### src/rtl/cam_ctrl_pkg.sv
// Shared definitions for the camera capture controller.
package cam_ctrl_pkg;

    // Hold time that classifies a press as long: 1 s at 50 MHz.
    localparam int unsigned LongCyclesDefault = 32'd50_000_000;
    localparam int unsigned CntWDefault       = 32'd26;

    typedef enum logic [2:0] {
        StCfgStart = 3'd0,
        StCfgWait  = 3'd1,
        StRunPend  = 3'd2,
        StLive     = 3'd3,
        StStopPend = 3'd4,
        StFrozen   = 3'd5
    } cam_state_e;

endpackage

### src/rtl/press_classifier.sv
// Classifies button presses into one-cycle short and long events.
module press_classifier
    import cam_ctrl_pkg::*;
#(
    parameter int unsigned LONG_CYCLES = LongCyclesDefault,
    parameter int unsigned CNT_W       = CntWDefault
) (
    input  logic clk,
    input  logic reset,
    input  logic btn_db,
    output logic short_evt,
    output logic long_evt
);

    logic [CNT_W-1:0] cnt_q;
    logic             long_fired_q;
    logic             short_q;
    // Set when the button was already down at reset, so that press is never classified.
    logic             discard_q;

    // Long event fires in the cycle the counter steps from LONG_CYCLES-1 to LONG_CYCLES.
    always_comb begin
        long_evt  = btn_db && !discard_q && (cnt_q == CNT_W'(LONG_CYCLES - 1));
        short_evt = short_q;
    end

    // Press-duration counter, long-fired flag and registered short event.
    always_ff @(posedge clk) begin
        if (reset) begin
            cnt_q        <= '0;
            long_fired_q <= 1'b0;
            short_q      <= 1'b0;
            discard_q    <= btn_db;
        end else begin
            // Non-zero count on the first low cycle means a press just ended.
            short_q <= !btn_db && (cnt_q != '0) && !long_fired_q;
            if (!btn_db) begin
                cnt_q        <= '0;
                long_fired_q <= 1'b0;
                discard_q    <= 1'b0;
            end else if (!discard_q) begin
                if (cnt_q != CNT_W'(LONG_CYCLES)) begin
                    cnt_q <= cnt_q + CNT_W'(1);
                end
                if (long_evt) begin
                    long_fired_q <= 1'b1;
                end
            end
        end
    end

endmodule

### src/rtl/capture_ctrl.sv
// Camera capture controller: configure, stream, freeze and resume on button presses.
module capture_ctrl
    import cam_ctrl_pkg::*;
#(
    parameter int unsigned LONG_CYCLES = LongCyclesDefault,
    parameter int unsigned CNT_W       = CntWDefault
) (
    input  logic       clk,
    input  logic       reset,
    input  logic       btn_db,
    input  logic       vsync,
    input  logic       cfg_done,
    output logic       cfg_start,
    output logic       wr_en,
    output logic       frozen,
    output logic       busy,
    output logic [7:0] frame_cnt
);

    cam_state_e state_q, state_d;
    logic       short_evt;
    logic       long_evt;
    logic [7:0] frame_cnt_q;

    press_classifier #(
        .LONG_CYCLES (LONG_CYCLES),
        .CNT_W       (CNT_W)
    ) u_press (
        .clk       (clk),
        .reset     (reset),
        .btn_db    (btn_db),
        .short_evt (short_evt),
        .long_evt  (long_evt)
    );

    // Next-state selection (long > vsync > short) and Moore output decode.
    always_comb begin
        state_d = state_q;
        unique case (state_q)
            StCfgStart: state_d = StCfgWait;
            StCfgWait:  if (cfg_done) state_d = StRunPend;
            StRunPend:  if (vsync) state_d = StLive;
            StLive: begin
                if (long_evt)             state_d = StCfgStart;
                else if (!vsync && short_evt) state_d = StStopPend;
            end
            StStopPend: begin
                if (long_evt)   state_d = StCfgStart;
                else if (vsync) state_d = StFrozen;
            end
            StFrozen: begin
                if (long_evt)             state_d = StCfgStart;
                else if (!vsync && short_evt) state_d = StRunPend;
            end
            default: state_d = StCfgStart;
        endcase

        cfg_start = (state_q == StCfgStart);
        busy      = (state_q == StCfgStart) || (state_q == StCfgWait);
        wr_en     = (state_q == StLive) || (state_q == StStopPend);
        frozen    = (state_q == StFrozen);
        frame_cnt = frame_cnt_q;
    end

    // State register.
    always_ff @(posedge clk) begin
        if (reset) state_q <= StCfgStart;
        else       state_q <= state_d;
    end

    // Frame counter: every vsync seen while writing counts, even one that a
    // simultaneous long press overrides for the state transition.
    always_ff @(posedge clk) begin
        if (reset) begin
            frame_cnt_q <= 8'd0;
        end else if (vsync && wr_en) begin
            frame_cnt_q <= frame_cnt_q + 8'd1;
        end
    end

endmodule

### config.mk
export PLATFORM = sky130hd
export DESIGN_NAME = capture_ctrl
export DESIGN_NICKNAME = d
export VERILOG_FILES = /design/src/rtl/cam_ctrl_pkg.sv /design/src/rtl/press_classifier.sv /design/src/rtl/capture_ctrl.sv
export SDC_FILE = /design/constraint.sdc
export NUM_CORES = 1
export LEC_CHECK = 0
export CORE_UTILIZATION = 51
export DETAILED_ROUTE_END_ITERATION = 7
export PLACE_DENSITY = 0.75
export SYNTH_ARGS = -nofsm -noshare
export SYNTH_HDL_FRONTEND = slang
export SYNTH_SLANG_ARGS = --single-unit
### constraint.sdc
create_clock -name clk -period 1.9 [get_ports clk]
set_clock_uncertainty 0.15 [all_clocks]
set_input_delay 0.285 -clock clk [delete_from_list [all_inputs] [get_ports clk]]
set_output_delay 0.285 -clock clk [all_outputs]
set_load 0.02 [all_outputs]
==> results of run 1 <==
## per-stage QoR
stage | worst slack (ps) | cells | utilization | instance area (sq um) | hold slack (ps)
floorplan | 92.5 | 226 | - | 1980 | 214
global placement | 70.3 | 301 | 0.627 | 2310 | 269
detailed placement | 51.0 | 301 | 0.627 | 2310 | 277
CTS | 25.5 | 309 | 0.650 | 2400 | 287
global route | -41.1 | 311 | 0.659 | 2430 | 294
finish | 15.6 | 311 | 0.659 | 2430 | 281
## critical path, stage by stage, from the launching register on
cell and delay, ps:
dfxtp_1 310, or4_4 560, nor4_2 250, and3_4 250, mux2i_1 210, nor2_1 50
## final timing paths
check,start,endpoint,cells after the start
worst max-delay path,u_press.cnt_q[10]$_SDFFE_PP0P_,state_q[1]$_SDFFE_PP0P_,5
worst min-delay path,u_press.long_fired_q$_SDFFE_PP0P_,u_press.short_evt$_SDFF_PP0_,1
worst max register to register,u_press.cnt_q[10]$_SDFFE_PP0P_,state_q[1]$_SDFFE_PP0P_,5
worst min register to register,u_press.long_fired_q$_SDFFE_PP0P_,u_press.short_evt$_SDFF_PP0_,1
## state kept, by name, summed over array words and instances (netlist names)
| register | count |
|---|---|
| u_press.cnt_q | 26 |
| frame_cnt | 8 |
| state_q | 3 |
| u_press.discard_q | 1 |
| u_press.long_fired_q | 1 |
| u_press.short_evt | 1 |
## repair_timing
item	in CTS	in global routing
resized for setup	4	5
endpoints found under the hold margin	0	0
setup buffers	0	2
endpoints found under the setup margin	4	12
hold buffers	0	0
pin swaps	0	2
## cells in the mapped netlist (all sizes together) (5+ instances only)
| master | n | area (sq um) |
|---|---|---|
| nor2 | 42 | 158 |
| dfxtp | 39 | 781 |
| xnor2 | 5 | 43.8 |
| and3 | 6 | 38.8 |
| nand3 | 8 | 40.0 |
| nand4 | 17 | 113 |
| nor4 | 7 | 80.1 |
| clkbuf | 7 | 26.3 |
| nand2 | 13 | 48.8 |
| inv | 5 | 18.8 |
| xor2 | 25 | 219 |
## metal layers
| metal | part of all wire | up-vias | global-route usage |
|---|---|---|---|
| met2 | 0.45 | 36 | 0.318 |
| met1 | 0.49 | 743 | 0.276 |
| met4 | 0.015 | 0 | 0.0972 |
| li1 | - | 856 | - |
| met3 | 0.043 | 7 | 0.0482 |
| met5 | 0 | - | 0 |
## power groups by stage
| stage | logic, uW | registers [uW] | clock network [uW] |
|---|---|---|---|
| 6_report | 126 | 859 | 580 |
| 3_5_place_dp | 126 | 879 | 0 |
| 5_1_grt | 138 | 861 | 625 |
| 2_1_floorplan | 74.3 | 878 | 0 |
| 4_1_cts | 123 | 859 | 594 |
| 3_3_place_gp | 126 | 879 | 0 |
## kinds of logic after synthesis
family                   share of synthesized area
XOR/XNOR                                     0.133
adder cells (fa/ha/maj)                     0.0190
AND/OR/NAND/NOR                              0.333
multiplexers                                0.0209
AO/OA/AOI/OAI                               0.0575
flip-flops                                   0.410
buffers and inverters                       0.0272
## cell type report
class	count	area [sq um]
Timing Repair Buffer	37	314
Tap cell	48	60.1
Sequential cell	40	811
Fill cell	311	1260
Multi-Input combinational cell	172	1130
Clock buffer	8	90.1
Inverter	6	22.5
==> results_dict.tcl, run 1 <==
set metrics [dict create \
    outcome "finished clean" \
    cp-start-kind "flop" \
    switching_share 0.229 \
    cts_max_path_buffers 2 \
    power.internal_uw 1210 \
    syn_inst 226 \
    drive_gt1_frac 0.148 \
    syn_area_per_cell_sq_um 8.76 \
    die_h_um 64.3 \
    grt_pass1_wl_mm 6.58 \
    yosysUniqueCellTypes 42 \
    irDropWorstVdd_uv 468 \
    drt-wirelength-per-cell_um 12.9 \
    cp.required_ps 1940 \
    clk_pin_slew_ps 70 \
    vias_per_cell 5.28 \
    grt_usage 0.208 \
    clock_power_share 0.371 \
    synth_seq_area_share 0.410 \
    synth_area_sq_um 1980 \
    drt_iter0_drc 112 \
    layout_common_cells "nor2_1 (42), dfxtp_1 (39), xor2_1 (25)" \
    maxSlewHeadroom 0.790 \
    slew_viol_final 0 \
    hp-class "reg2reg" \
    remaining_drc_errors 0 \
    n_antenna_cell 0 \
    worstSetupEndpointType "flop" \
    yosysWarnings 0 \
    clockRootBuffer "clkbuf_8" \
    ios 17 \
    routed_wl_mm 4.00 \
    tns_ps 0 \
    fp-row-count 22 \
    cts_made_buffers 5 \
    synth_edf_count 1 \
    cap_viol_max_count 0 \
    core_area_sq_um 3690 \
    max_freq_ghz 0.531 \
    hold_viol 0 \
    area_delta_synth_final_pct 22.9 \
    cp_data_arrival_time_ps 1920 \
    totalPowerFinal_uw 1570 \
    ys.flop_type "dfxtp_1" \
    nets 270 \
    combPwrFrac 0.081 \
    grt_antenna_before_repair 0 \
    h-tree-depth 2 \
    start_util 0.537 \
    die_x_um 64.3 \
    final_common_cell "nor2_1" \
    ant_nets 0 \
    p_sw_uw 358 \
    power.leakage_uw 0.000951 \
    rrSetupSlack_ps 20 \
    critPathKind "reg2reg" \
    numClockSinks 40 \
    die-area_sq_um 4130 \
    grt_max_degree 17 \
    dpl.hpwl_mm 2.71 \
    syn_nets 234 \
    rsz0062_at_grt "true" \
    firstDrtPassIters 4 \
    crit_path_max_fanout 4 \
    fin_crit_sh 0.992 \
    via_count 1642 \
    tritoncts "done" \
    finalSetupViolCount 0 \
    gp_congestion 0.818 \
    grt_pass1_vias 1468 \
    seq_power_share 0.549 \
    port_buffers 16 \
    tightest_slew_ps 307 \
    ys_ff_latch 40 \
    grt_overflow 0 \
    p_per_area_nw_per_um2 644 \
    ys_async_sr_fraction 0 \
    layout_min_cycle_time_ps 1880 \
    clk_latency_ps 290 \
]
Note: power is estimated with default switching activity, not from simulation.
==> inputs of run 2 (changes only) <==
--- a/config.mk
+++ b/config.mk
@@ -5,6 +5,7 @@
 export SDC_FILE = /design/constraint.sdc
 export NUM_CORES = 1
 export LEC_CHECK = 0
+export CORE_ASPECT_RATIO = 0.9
 export CORE_UTILIZATION = 51
 export DETAILED_ROUTE_END_ITERATION = 7
 export PLACE_DENSITY = 0.75
==> results_dict.tcl, run 2 (synthesis results as in run 1) <==
set metrics [dict create \
    outcome "finished clean" \
    firstDrtPassIters 4 \
    grt_antenna_before_repair 0 \
    cts_max_path_buffers 2 \
    fin_ws_ps 33.1 \
    power.internal_uw 1200 \
    final_common_cell "nor2_1" \
    remaining_drc_errors 0 \
    worstSetupEndpointType "flop" \
    dpl.hpwl_mm 2.80 \
    drive_gt1_frac 0.160 \
    grt_max_degree 23 \
    top_layer_used "met4" \
    routed_wl_mm 3.84 \
    wl_met1_mm 2.06 \
    core_area_sq_um 3700 \
    fin_crit_sh 0.983 \
    irDropWorstVdd_uv 475 \
    ant_nets 0 \
    combPwrFrac 0.076 \
    hp-class "reg2reg" \
    maxSlewHeadroom 0.776 \
    area_delta_synth_final_pct 22.4 \
    die-area_sq_um 4130 \
    grt_pass1_vias 1376 \
    seq_power_share 0.553 \
    multi_input_comb_area_sq_um 1120 \
    cts_made_buffers 5 \
    fill_cells 308 \
    die_h_um 61.1 \
    critPathKind "reg2reg" \
    crit_path_max_fanout 4 \
    seqCellArea_sq_um 812 \
    placed_cells 301 \
    nets 270 \
    max_freq_ghz 0.536 \
    cp-start-kind "flop" \
    tns_ps 0 \
    hold_viol 0 \
    dr_wl_met3_um 112 \
    rrSetupSlack_ps 30 \
    p_per_area_nw_per_um2 644 \
    crit_slowest_cell "or4_4" \
    numClockSinks 40 \
    slowest_delay_ps 550 \
    clk_latency_ps 290 \
    tightest_slew_ps 327 \
    drt_iter0_drc 112 \
    finalSetupViolCount 0 \
    p_sw_uw 362 \
    clk_pin_slew_ps 80 \
    vias_per_cell 5.34 \
    totalPowerFinal_uw 1560 \
    layout_common_cells "nor2_1 (42), dfxtp_1 (38), xor2_1 (25)" \
    switching_share 0.232 \
    grt_usage 0.207 \
    gp_congestion 0.886 \
    cap_viol_max_count 0 \
    n_antenna_cell 0 \
    start_util 0.534 \
    via_count 1650 \
    port_buffers 16 \
    rsz0062_at_grt "true" \
    grt_pass1_wl_mm 6.26 \
    crit_chain "or4_4, nor4_1, and3_2, mux2i_1, nor2_1" \
    crit_family "simple AND/OR/NAND/NOR gates" \
    worstPathBufferInverterCount 0 \
    pre_cts_slack_ps 54.5 \
    cp.required_ps 1930 \
    layout_min_cycle_time_ps 1870 \
    h-tree-depth 2 \
    tritoncts "done" \
    cp_data_arrival_time_ps 1890 \
    slew_viol_final 0 \
    clockRootBuffer "clkbuf_8" \
    grt_overflow 0 \
    clock_power_share 0.371 \
    fp-row-count 21 \
    die_x_um 67.7 \
    final_cells 309 \
    power.leakage_uw 0.000959 \
    max_flop_register "u_press.cnt_q" \
    largest_reg_flops 26 \
    ios 17 \
    met2_length_mm 1.62 \
    drt-wirelength-per-cell_um 12.4 \
]
[run 2: final cells by class]
type | count | share of cell area
clock inverters | 2 | 0.00413
repair buffers | 37 | 0.133
inverters | 6 | 0.00929
flip-flops and latches | 40 | 0.335
well taps | 46 | 0.0237
multi-input cells | 172 | 0.461
clock buffers | 6 | 0.0341
[run 2: worst paths after layout]
path,startpoint,end,cells past startpoint
min,u_press.long_fired_q$_SDFFE_PP0P_,u_press.short_evt$_SDFF_PP0_,1
max,u_press.cnt_q[11]$_SDFFE_PP0P_,state_q[1]$_SDFFE_PP0P_,5
min reg2reg,u_press.long_fired_q$_SDFFE_PP0P_,u_press.short_evt$_SDFF_PP0_,1
max reg2reg,u_press.cnt_q[11]$_SDFFE_PP0P_,state_q[1]$_SDFFE_PP0P_,5
[run 2: repair_timing]
action,in CTS,in global routing
endpoints found under the setup margin,4,5
gates resized for setup,5,3
pin swaps,0,3
buffers inserted,0,0
hold buffers,0,0
[run 2: per-layer routing]
metal | vias up | track usage
met3 | 7 | 0.0500
met1 | 771 | 0.289
met5 | - | 0
met4 | 0 | 0.0821
li1 | 855 | -
met2 | 17 | 0.307
[run 2: through the flow]
| step | instance area [sq um] | hold slack, ps | utilization |
|---|---|---|---|
| floorplan | 1980 | 214 | - |
| global placement | 2340 | 264 | 0.631 |
| detailed placement | 2340 | 268 | 0.631 |
| CTS | 2430 | 272 | 0.655 |
| global route | 2420 | 315 | 0.654 |
| finish | 2420 | 276 | 0.654 |
[run 2: worst register-to-register path: stages (launching register included)]
cell,delay (ps)
dfxtp_1,320
or4_4,550
nor4_1,220
and3_2,260
mux2i_1,210
nor2_1,50
[run 2: power groups by stage]
stage / clock network (uW) / logic (uW) / registers, uW
6_report: 579 / 119 / 863
5_1_grt: 632 / 131 / 864
4_1_cts: 595 / 119 / 863
3_5_place_dp: 0 / 121 / 882
3_3_place_gp: 0 / 121 / 881
2_1_floorplan: 0 / 74.3 / 878
==> inputs of run 3 (changes only) <==
--- a/config.mk
+++ b/config.mk
@@ -5,10 +5,12 @@
 export SDC_FILE = /design/constraint.sdc
 export NUM_CORES = 1
 export LEC_CHECK = 0
+export CAP_MARGIN = 15
 export CORE_ASPECT_RATIO = 0.9
 export CORE_UTILIZATION = 51
 export DETAILED_ROUTE_END_ITERATION = 7
 export PLACE_DENSITY = 0.75
+export SETUP_SLACK_MARGIN = 0.1
 export SYNTH_ARGS = -nofsm -noshare
 export SYNTH_HDL_FRONTEND = slang
 export SYNTH_SLANG_ARGS = --single-unit
==> results_dict.tcl, run 3 (synthesis results as in run 1) <==
set metrics [dict create \
    cp-start-kind "flop" \
    power.leakage_uw 0.00105 \
    die-area_sq_um 4130 \
    max_flop_register "u_press.cnt_q" \
    cp.required_ps 1940 \
    cts_made_buffers 5 \
    layout_min_cycle_time_ps 1840 \
    cts_max_path_buffers 2 \
    hold_ws_ps 286 \
    fin_crit_sh 0.970 \
    worstSetupEndpointType "flop" \
    grt_pass1_wl_mm 6.62 \
    max_freq_ghz 0.542 \
    area_delta_synth_final_pct 28.0 \
    ios 17 \
    crit_family "simple AND/OR/NAND/NOR gates" \
    grt_overflow 0 \
    fp-row-count 21 \
    tritoncts "done" \
    routed_wl_mm 4.11 \
    remaining_drc_errors 0 \
    drt-wirelength-per-cell_um 13.0 \
    nets 277 \
    grt_antenna_before_repair 0 \
    n_antenna_cell 0 \
    grt_pass1_vias 1506 \
    hold_buffers 0 \
    clockRootBuffer "clkbuf_8" \
    die_x_um 67.7 \
    tightest_slew_ps 372 \
    stdcell_area_sq_um 2530 \
    hp-class "reg2reg" \
    rsz0062_at_grt "true" \
    cp_data_arrival_time_ps 1880 \
    numClockSinks 40 \
    crit_slowest_cell "or4_4" \
    groute.layer.met1.usage 0.294 \
    p_per_area_nw_per_um2 616 \
    critPathKind "reg2reg" \
    die_h_um 61.1 \
    crit_chain "or4_4, nor4_4, a31oi_2, xnor2_1, nor2_1" \
    irDropWorstVdd_uv 462 \
    crit_path_max_fanout 3 \
    largest_reg_flops 26 \
    finalSetupViolCount 0 \
    outcome "finished clean" \
    layout_common_cells "nor2_1 (42), dfxtp_1 (28), buf_4 (26)" \
    worstPathBufferInverterCount 0 \
    place_area_sq_um 2370 \
    firstDrtPassIters 4 \
    clk_latency_ps 290 \
    maxSlewHeadroom 0.746 \
    gp_congestion 0.869 \
    cap_viol_max_count 0 \
    start_util 0.534 \
    drt_iter0_drc 83 \
    dpl.hpwl_mm 2.97 \
    hold_viol 0 \
    grt_busiest_layer "met2" \
    vias_per_cell 5.34 \
    fill_cells 293 \
    grt_util_met3 0.0444 \
    grt_max_degree 16 \
    slew_viol_final 0 \
    final_common_cell "nor2_1" \
    totalPowerFinal_uw 1560 \
    clk_pin_slew_ps 80 \
    via_count 1687 \
    ant_nets 0 \
    core_area_sq_um 3700 \
    gr-usage-met2 0.345 \
    grt_usage 0.215 \
    slowest_delay_ps 550 \
    drive_gt1_frac 0.230 \
    port_buffers 16 \
    h-tree-depth 2 \
]
run 3: cell count changes in the layout (fill, tap and decap cells not counted), sizes merged:
cell,before,now
buf,21,28
inv,5,6
clkdlybuf4s50,12,10
clkinv,3,0
clkbuf,7,9
dlymetal6s2s,0,2
run 3: routing by layer:
metal,up-vias,routed length [um]
met5,-,0
met2,19,1890
met4,0,33
met1,788,2060
li1,876,-
met3,4,134
run 3: stage by stage:
step / TNS, ps / setup WS (ps) / std cells / utilization
CTS: 0 / 41.9 / 314 / 0.669
finish: 0 / 56.3 / 316 / 0.684
global route: -87.8 / -46.6 / 316 / 0.684
detailed placement: 0 / 12.4 / 306 / 0.639
floorplan: 0 / 100 / 226 / -
global placement: 0 / 85.7 / 306 / 0.639
run 3: area by class of cell:
cell class	count	area, sq um	area share
Tap cell	46	57.6	0.0227
Clock buffer	8	90.1	0.0356
Sequential cell	40	827	0.326
Timing Repair Buffer	44	374	0.148
Multi-Input combinational cell	172	1160	0.459
Inverter	6	22.5	0.00889
run 3: path summary, 6_finish.rpt:
path,start,end,slack (ps),cells past startpoint
min reg2reg,u_press.long_fired_q$_SDFFE_PP0P_,u_press.short_evt$_SDFF_PP0_,290,1
max,u_press.cnt_q[5]$_SDFFE_PP0P_,u_press.cnt_q[0]$_SDFFE_PP0P_,60,5
max reg2reg,u_press.cnt_q[5]$_SDFFE_PP0P_,u_press.cnt_q[0]$_SDFFE_PP0P_,60,5
min,u_press.long_fired_q$_SDFFE_PP0P_,u_press.short_evt$_SDFF_PP0_,290,1
run 3: where the power goes:
part	leakage, uW	internal [uW]	switching, uW
logic	0.000674	61.7	64.3
registers	0.000331	851	8.38
clock network	0.0000455	296	279
total	0.00105	1210	352
run 3: worst register-to-register path, stage by stage (launching register included):
cell and delay [ps]:
dfxtp_2 330, or4_4 550, nor4_4 340, a31oi_2 170, xnor2_1 170, nor2_1 50
run 3: what timing repair did:
action / 4_1_cts / 5_1_grt
endpoints found under the setup margin: 9 / 21
buffers inserted: 0 / 2
pin swaps: 5 / 6
resized for setup: 8 / 20
